===== config.mk =====
export PLATFORM = sky130hd
export DESIGN_NAME = imm_decode_stage
export DESIGN_NICKNAME = d
export VERILOG_FILES = /design/src/rtl/imm_decode_stage.sv
export SDC_FILE = /design/constraint.sdc
export NUM_CORES = 1
export LEC_CHECK = 0
export CAP_MARGIN = 25
export CORE_ASPECT_RATIO = 0.8
export CORE_UTILIZATION = 30
export DETAILED_ROUTE_END_ITERATION = 7
export PLACE_DENSITY = 0.63
export SYNTH_ARGS = -nofsm -noshare
export SYNTH_HDL_FRONTEND = slang
export SYNTH_SLANG_ARGS = --single-unit

===== constraint.sdc =====
create_clock -name clk -period 6.37 [get_ports clk]
set_input_delay 1.911 -clock clk [delete_from_list [all_inputs] [get_ports clk]]
set_output_delay 1.911 -clock clk [all_outputs]
set_load 0.01 [all_outputs]

===== src/rtl/imm_decode_stage.sv =====
// imm_decode_stage: decodes the RV32I immediate, immediate type and rd of each
// fetched instruction and holds the results in a 2-entry in-order skid buffer.
// It also keeps a saturating count of accepted illegal opcodes.
module imm_decode_stage (
  input  logic        clk,
  input  logic        rst,
  input  logic        in_valid,
  output logic        in_ready,
  input  logic [31:0] in_inst,
  input  logic [31:0] in_pc,
  input  logic        flush,
  output logic        out_valid,
  input  logic        out_ready,
  output logic [31:0] out_pc,
  output logic [31:0] out_imm,
  output logic [2:0]  out_imm_type,
  output logic [4:0]  out_rd,
  output logic        out_illegal,
  output logic [15:0] illegal_cnt
);

  localparam int unsigned XLEN   = 32;
  localparam int unsigned TYPE_W = 3;
  localparam int unsigned RD_W   = 5;
  localparam int unsigned CNT_W  = 16;

  // Immediate-type codes shared with downstream stages
  localparam logic [TYPE_W-1:0] IMM_NONE = 3'd0;
  localparam logic [TYPE_W-1:0] IMM_I    = 3'd1;
  localparam logic [TYPE_W-1:0] IMM_S    = 3'd2;
  localparam logic [TYPE_W-1:0] IMM_B    = 3'd3;
  localparam logic [TYPE_W-1:0] IMM_U    = 3'd4;
  localparam logic [TYPE_W-1:0] IMM_J    = 3'd5;

  localparam logic [6:0] OP_OPIMM  = 7'b0010011;
  localparam logic [6:0] OP_LOAD   = 7'b0000011;
  localparam logic [6:0] OP_JALR   = 7'b1100111;
  localparam logic [6:0] OP_SYSTEM = 7'b1110011;
  localparam logic [6:0] OP_STORE  = 7'b0100011;
  localparam logic [6:0] OP_BRANCH = 7'b1100011;
  localparam logic [6:0] OP_LUI    = 7'b0110111;
  localparam logic [6:0] OP_AUIPC  = 7'b0010111;
  localparam logic [6:0] OP_JAL    = 7'b1101111;
  localparam logic [6:0] OP_OP     = 7'b0110011;

  localparam logic [CNT_W-1:0] CNT_MAX = '1;

  typedef struct packed {
    logic [XLEN-1:0]   pc;
    logic [XLEN-1:0]   imm;
    logic [TYPE_W-1:0] imm_type;
    logic [RD_W-1:0]   rd;
    logic              illegal;
  } entry_t;

  typedef enum logic [1:0] {
    EMPTY = 2'd0,
    ONE   = 2'd1,
    TWO   = 2'd2
  } state_t;

  state_t state, state_nxt;
  entry_t dec_c;
  entry_t head, tail;
  logic   accept, consume;
  logic   head_ld, head_from_tail, tail_ld;

  // Decode the incoming instruction into a buffer entry
  always_comb begin
    dec_c          = '0;
    dec_c.pc       = in_pc;
    dec_c.rd       = in_inst[11:7];
    dec_c.imm_type = IMM_NONE;
    dec_c.imm      = '0;
    dec_c.illegal  = 1'b0;
    unique case (in_inst[6:0])
      OP_OPIMM, OP_LOAD, OP_JALR, OP_SYSTEM: begin
        dec_c.imm_type = IMM_I;
        dec_c.imm      = {{20{in_inst[31]}}, in_inst[31:20]};
      end
      OP_STORE: begin
        dec_c.imm_type = IMM_S;
        dec_c.imm      = {{20{in_inst[31]}}, in_inst[31:25], in_inst[11:7]};
      end
      OP_BRANCH: begin
        dec_c.imm_type = IMM_B;
        dec_c.imm      = {{19{in_inst[31]}}, in_inst[31], in_inst[7],
                          in_inst[30:25], in_inst[11:8], 1'b0};
      end
      OP_LUI, OP_AUIPC: begin
        dec_c.imm_type = IMM_U;
        dec_c.imm      = {in_inst[31:12], 12'b0};
      end
      OP_JAL: begin
        dec_c.imm_type = IMM_J;
        dec_c.imm      = {{11{in_inst[31]}}, in_inst[31], in_inst[19:12],
                          in_inst[20], in_inst[30:21], 1'b0};
      end
      OP_OP: begin
        dec_c.imm_type = IMM_NONE;
      end
      default: begin
        dec_c.illegal = 1'b1;
      end
    endcase
  end

  // Skid-buffer next state and entry load controls
  always_comb begin
    state_nxt      = state;
    head_ld        = 1'b0;
    head_from_tail = 1'b0;
    tail_ld        = 1'b0;
    accept         = in_valid && in_ready;
    consume        = out_valid && out_ready;
    if (flush) begin
      state_nxt = EMPTY;
    end else begin
      unique case (state)
        EMPTY: begin
          if (accept) begin
            state_nxt = ONE;
            head_ld   = 1'b1;
          end
        end
        ONE: begin
          if (accept && consume) begin
            head_ld = 1'b1;
          end else if (accept) begin
            state_nxt = TWO;
            tail_ld   = 1'b1;
          end else if (consume) begin
            state_nxt = EMPTY;
          end
        end
        TWO: begin
          if (consume) begin
            state_nxt      = ONE;
            head_ld        = 1'b1;
            head_from_tail = 1'b1;
          end
        end
        default: begin
          state_nxt = EMPTY;
        end
      endcase
    end
  end

  // State register; handshake outputs follow the next state
  always_ff @(posedge clk or posedge rst) begin
    if (rst) begin
      state     <= EMPTY;
      in_ready  <= 1'b0;
      out_valid <= 1'b0;
    end else begin
      state     <= state_nxt;
      in_ready  <= (state_nxt != TWO);
      out_valid <= (state_nxt != EMPTY);
    end
  end

  // Entry storage: head drives the outputs, tail is the skid slot
  always_ff @(posedge clk or posedge rst) begin
    if (rst) begin
      head <= '0;
      tail <= '0;
    end else begin
      if (head_ld) head <= head_from_tail ? tail : dec_c;
      if (tail_ld) tail <= dec_c;
    end
  end

  // Saturating count of accepted illegal instructions (flush does not gate it)
  always_ff @(posedge clk or posedge rst) begin
    if (rst) begin
      illegal_cnt <= '0;
    end else if (accept && dec_c.illegal && (illegal_cnt != CNT_MAX)) begin
      illegal_cnt <= illegal_cnt + CNT_W'(1);
    end
  end

  assign out_pc       = head.pc;
  assign out_imm      = head.imm;
  assign out_imm_type = head.imm_type;
  assign out_rd       = head.rd;
  assign out_illegal  = head.illegal;

endmodule


**Word-level counts from Yosys, hierarchy flattened**

Cells that the tools add are included.

- Output and inout port bits: 91
- Input bits: 69
- Register bits: 166
- Word-level logic and storage cells: 60

- Multiplexer cells: 21
- Equality and inequality tests: 14
- Reduce and logical (&&, ||, !) cells: 10
- Add/subtract/negate cells: 1

Operators with widths:

| kind | number |
|---|---|
| $pmux 32 s5 | 1 |
| $mux 73 | 1 |
| $eq 7x7->1 const B | 4 |
| $eq 7x6->1 const B | 3 |
| $add 16x1->16 const B | 1 |
| $ne 16x16->1 const B | 1 |
| $pmux 3 s5 | 1 |
| $eq 7x5->1 const B | 2 |
| $mux 2 | 6 |
| $mux 1 | 10 |
| $reduce_or 10->1 | 1 |
| $eq 7x2->1 const B | 1 |
| $pmux 2 s3 | 1 |
| $logic_and 1x1->1 | 5 |
| $reduce_or 4->1 | 1 |
| $pmux 1 s3 | 1 |
| $eq 2x1->1 const B | 1 |
| $eq 2x2->1 const B | 1 |
| $logic_not 2->1 | 1 |
| $ne 2x2->1 const B | 1 |
| $reduce_bool 2->1 | 1 |
| $reduce_or 2->1 | 1 |

**Depth between registers and ports, before layout**

- Word-level depth: 7
- Depth in mapped cells: 8
- Mapped depth without buffers: 6

**Worst setup path before layout**

No wires, ideal clock.

- Kind: input to register
- Start point: input port in_inst[2]
- End point: register illegal_cnt[15]
- Library setup time: 125 ps
- Data required time: 6245 ps
- Slack: 2979 ps
- Cell stages on the path: 6
- Buffers on the path: 1
- Arrival: 3266 ps
- Cell sequence: buf_2 nand2b_1 a2111oi_4 nor4_4 nand4_1 mux2_2

- Cells in the longest elaborated chain, start to end: 5
- Elaborated cells on any way between the ends: 14
- Classes of those cells: eq/ne: 10; mux: 1; reduce/logical: 3

Ends and longest elaborated chain:

| what | line | RTL |
|---|---|---|
| start: declaration | 9 | `input logic [31:0] in_inst,` |
| $eq 7x7->1, or another cell as far along | 76 | `unique case (in_inst[6:0])` |
| $reduce_or 10->1 (no source line) * | n/a |  |
| $mux 1 * | 76 |  |
| $logic_and 1x1->1 * (2 in series) | 178 | `end else if (accept && dec_c.illegal && (illegal_cnt != CNT_MAX)) begin` |
| end signal: assignment | 179 | `illegal_cnt <= illegal_cnt + CNT_W'(1);` |
| end: declaration | 19 | `output logic [15:0] illegal_cnt` |

Every way passes the cells marked *; elsewhere a longest branch is shown, timed or not.
A chain may end at the register's enable or synchronous reset.

**Worst setup path in the final report**

- Start point: input port in_valid
- End point: register head, in the netlist out_imm[8]

- Cells in the longest elaborated chain, start to end: 5
- Elaborated cells on any way between the ends: 6
- Classes of those cells: mux: 4; reduce/logical: 2

Ends and longest elaborated chain:

| what | line | RTL |
|---|---|---|
| start: declaration | 7 | `input logic in_valid,` |
| $logic_and 1x1->1 * | 114 | `accept = in_valid && in_ready;` |
| $logic_and 1x1->1 | 127 | `if (accept && consume) begin` |
| $mux 1 | 127 |  |
| $pmux 1 s3 * | 119 | `unique case (state)` |
| $mux 1 * | 116 | `if (flush) begin` |
| end signal: assignment | 169 | `if (head_ld) head <= head_from_tail ? tail : dec_c;` |
| end: declaration | 64 | `entry_t head, tail;` |

Marks and branches as above.

==> impl_metrics.json <==
{
  "min_period_ns": 4.09,
  "p_int_mw": 2.22,
  "syn2layout_area_growth_pct": 34.3,
  "avgSynthCellArea_um2": 9.69,
  "async_flop_share": 1.00,
  "synth_top_area_cell": "dfrtp_1",
  "regArea_um2": 4150,
  "fin_area_um2": 9630,
  "p_per_area_nw_per_um2": 329,
  "ant_nets": 0,
  "tightest_slew_ns": 0.973,
  "synthTopCellsByCount": "250 x nand2_1, 166 x dfrtp_1, 58 x a22oi_1",
  "synth_nets": 810,
  "worst_slack_ns": 2.28,
  "slowest_stage": "a2111o_1",
  "cts_setup_buffers": 0,
  "critical_path.startpoint": "in_valid",
  "clock-root-buffer": "clkbuf_16",
  "die_x_um": 175,
  "synth_compound_area_frac": 0.164,
  "cts_tree": "yes",
  "fp-row-count": 50,
  "critPathCaptureType": "flop",
  "hold_viol": 0,
  "h-tree-depth": 4,
  "synth_most_common_cell": "nand2_1",
  "drive_gt1_frac": 0.0754,
  "critPathMostFrequentCell": "nand2_1",
  "power_leakage_nw": 4.23,
  "grt_max_degree": 167,
  "path_class": "in -> reg",
  "antenna-diode-count": 0,
  "fin_worst_skew_ns": 0.0116,
  "grt_pass1_wl_um": 31800,
  "cpPeakStageDelay_ns": 0.78,
  "slew_violations": 0,
  "via_per_inst": 4.87,
  "max_cap_violations": 0,
  "numCtsBuffers": 17,
  "r2r-start": "in_ready",
  "synth_xor_area_frac": 0.0171,
  "cts_buffer_depth": 2,
  "dr.pass1.iters": 8,
  "relSlewSlack": 0.343,
  "synth-edff-count": 0,
  "grt_pass1_vias": 5575,
  "portBuffers": 159,
  "globalplace.congestion": 0.747,
  "die_y_um": 140,
  "ctsHoldBuffers": 0,
  "initial_core_util": 0.307,
  "seq_area_frac_synth": 0.579,
  "switching_power_mw": 0.952,
  "r2r_cells": 4,
  "reg2reg_slack_ns": 3.81,
  "multi_input_area_um2": 2800,
  "dp_hpwl_um": 12700,
  "critPathArrivalTime_ns": 4.39,
  "clk_transition_reported_paths_ns": 0.07,
  "synth_warnings": 0,
  "synth-simple-area-share": 0.191,
  "synthAdderAreaFrac": 0.00174,
  "initialDrtViolationCount": 411,
  "die_area_um2": 24500,
  "syn_inst": 740,
  "grt-ovfl-total": 0,
  "status": "finished, final reports clean",
  "pwr-share-clk": 0.316,
  "crit_family": "compound AO/OA/AOI/OAI gates",
  "combPwrFrac": 0.224,
  "fin_crit_sh": 0.642,
  "power_frac_seq": 0.460,
  "r2r_end": "out_imm[8]",
  "setup_viol": 0,
  "grt.total_usage": 0.166,
  "drc": 0,
  "holdWs_ns": 0.472,
  "nNetsFinal": 946,
  "ctsResizeCount": 0,
  "finalWirelength_um": 19800,
  "synthFlopType": "dfrtp_1",
  "fmax_mhz": 245,
  "synth_seq_cells": 166,
  "wl_per_cell_um": 16.5,
  "synth.top_cell.area_share": 0.579,
  "ir_drop_v": 0.000154,
  "antenna_found_initial": 0,
  "vias": 5847,
  "crit_cells": 5,
  "crit_chain": "clkdlybuf4s50_1, nand2_1, a2111o_1, nand2_1, o221a_2",
  "hp-class": "reg -> reg",
  "fin_util": 0.412,
  "muxShareOfSynthArea": 0.00994,
  "placed_area_um2": 9020,
  "swShare": 0.300,
  "synth_top_family_by_area": "simple AND/OR/NAND/NOR gates",
  "clock_sinks": 166,
  "fill_cells": 2322,
  "cp-endpoint": "out_imm[8]",
  "crit_buf_inv": 1,
  "dp_slack_ns": 1.74,
  "synthesis.area_um2": 7170,
  "required_ns": 6.67,
  "core_um2": 23400,
  "worstSkewPairLatency_ns": 0.42,
  "synth.area.top_cells": "dfrtp_1 58%, nand2_1 13%, a22oi_1 6.1%",
  "setup-tns-final_ns": 0,
  "rsz0062_at_grt": "false",
  "path_max_fanout": 25,
  "start_kind": "input port",
  "ios": 160,
  "synth.distinct_cells": 51
}
==> routing by layer <==
metal	share of wire	vias up	GRT usage
li1	-	2824	-
met1	0.50	2846	0.245
met2	0.43	169	0.241
met3	0.063	8	0.0445
met4	0.0052	0	0.0352
met5	0	-	0
==> worst register-to-register path: cells and delay by family (launching register included) <==
| kind | cells | cell delay (ns) |
|---|---|---|
| compound gates | 2 | 1.16 |
| simple gates | 2 | 0.90 |
| flops | 1 | 0.40 |
==> layout by cell type, fill, tap and decap left out, types with 3 or more instances in the layout <==
cell             Yosys  layout
nand3_1             13      12
dfrtp_1            166     166
clkdlybuf4s50_1      0     159
o21ai_1             22      22
clkbuf_16            0      17
inv_1                5       4
o21ai_0             32      32
o221a_2              6       6
a21o_1               3       3
nand2b_1             3       3
a22oi_1             58      58
xnor2_1             13      13
a21oi_1             31      31
buf_4                3       5
a31oi_1              6       6
mux2_2               5       5
inv_6                0       4
nand2_1            250     250
clkbuf_8             0       4
o22ai_1              5       5
nand4_1             13      13
nor2_1              19      18
==> logic make-up (layout without fill, tap and decap cells) <==
logic type	after synthesis	count (layout)
AO/OA/AOI/OAI	176	176
flip-flops	166	166
XOR/XNOR	14	14
buffers and inverters	55	204
multiplexers	6	6
adder cells (fa/ha/maj)	1	1
AND/OR/NAND/NOR	322	322
==> state kept, by name (all words and copies together) (netlist names) <==
name,count
out_illegal,1
state,2
illegal_cnt,16
in_ready,1
out_pc,32
out_rd,5
out_valid,1
out_imm_type,3
tail,73
out_imm,32
==> cell type report <==
type	count	area share
sequential	166	0.431
multi-input combinational	519	0.291
timing repair buffer	167	0.176
clock buffer	22	0.0503
tap	312	0.0405
clock inverter	10	0.00870
inverter	5	0.00234
==> worst min-delay path by stage <==
stage | start | endpoint | cells after the start
2_1_floorplan | tail[41] | tail[41] | 2
3_5_place_dp | tail[62] | tail[62] | 2
6_report | out_pc[23] | out_pc[23] | 2
4_1_cts | tail[2] | tail[2] | 2
5_1_grt | tail[2] | tail[2] | 2
3_3_place_gp | tail[54] | tail[54] | 2
==> metrics by stage <==
step	std cells	total power, mW
5_1_grt	1201	3.35
3_5_place_dp	1167	2.19
6_report	1201	3.17
3_3_place_gp	1167	2.17
2_1_floorplan	740	1.80
4_1_cts	1199	3.21
==> power groups by stage <==
stage | sequential [mW] | combinational [mW] | clock [mW]
finish | 1.46 | 0.711 | 1.00
floorplan | 1.49 | 0.308 | 0
global placement | 1.47 | 0.703 | 0
CTS | 1.46 | 0.719 | 1.03
global route | 1.49 | 0.788 | 1.07
detailed placement | 1.47 | 0.716 | 0
Note: power is estimated with default switching activity, not from simulation.
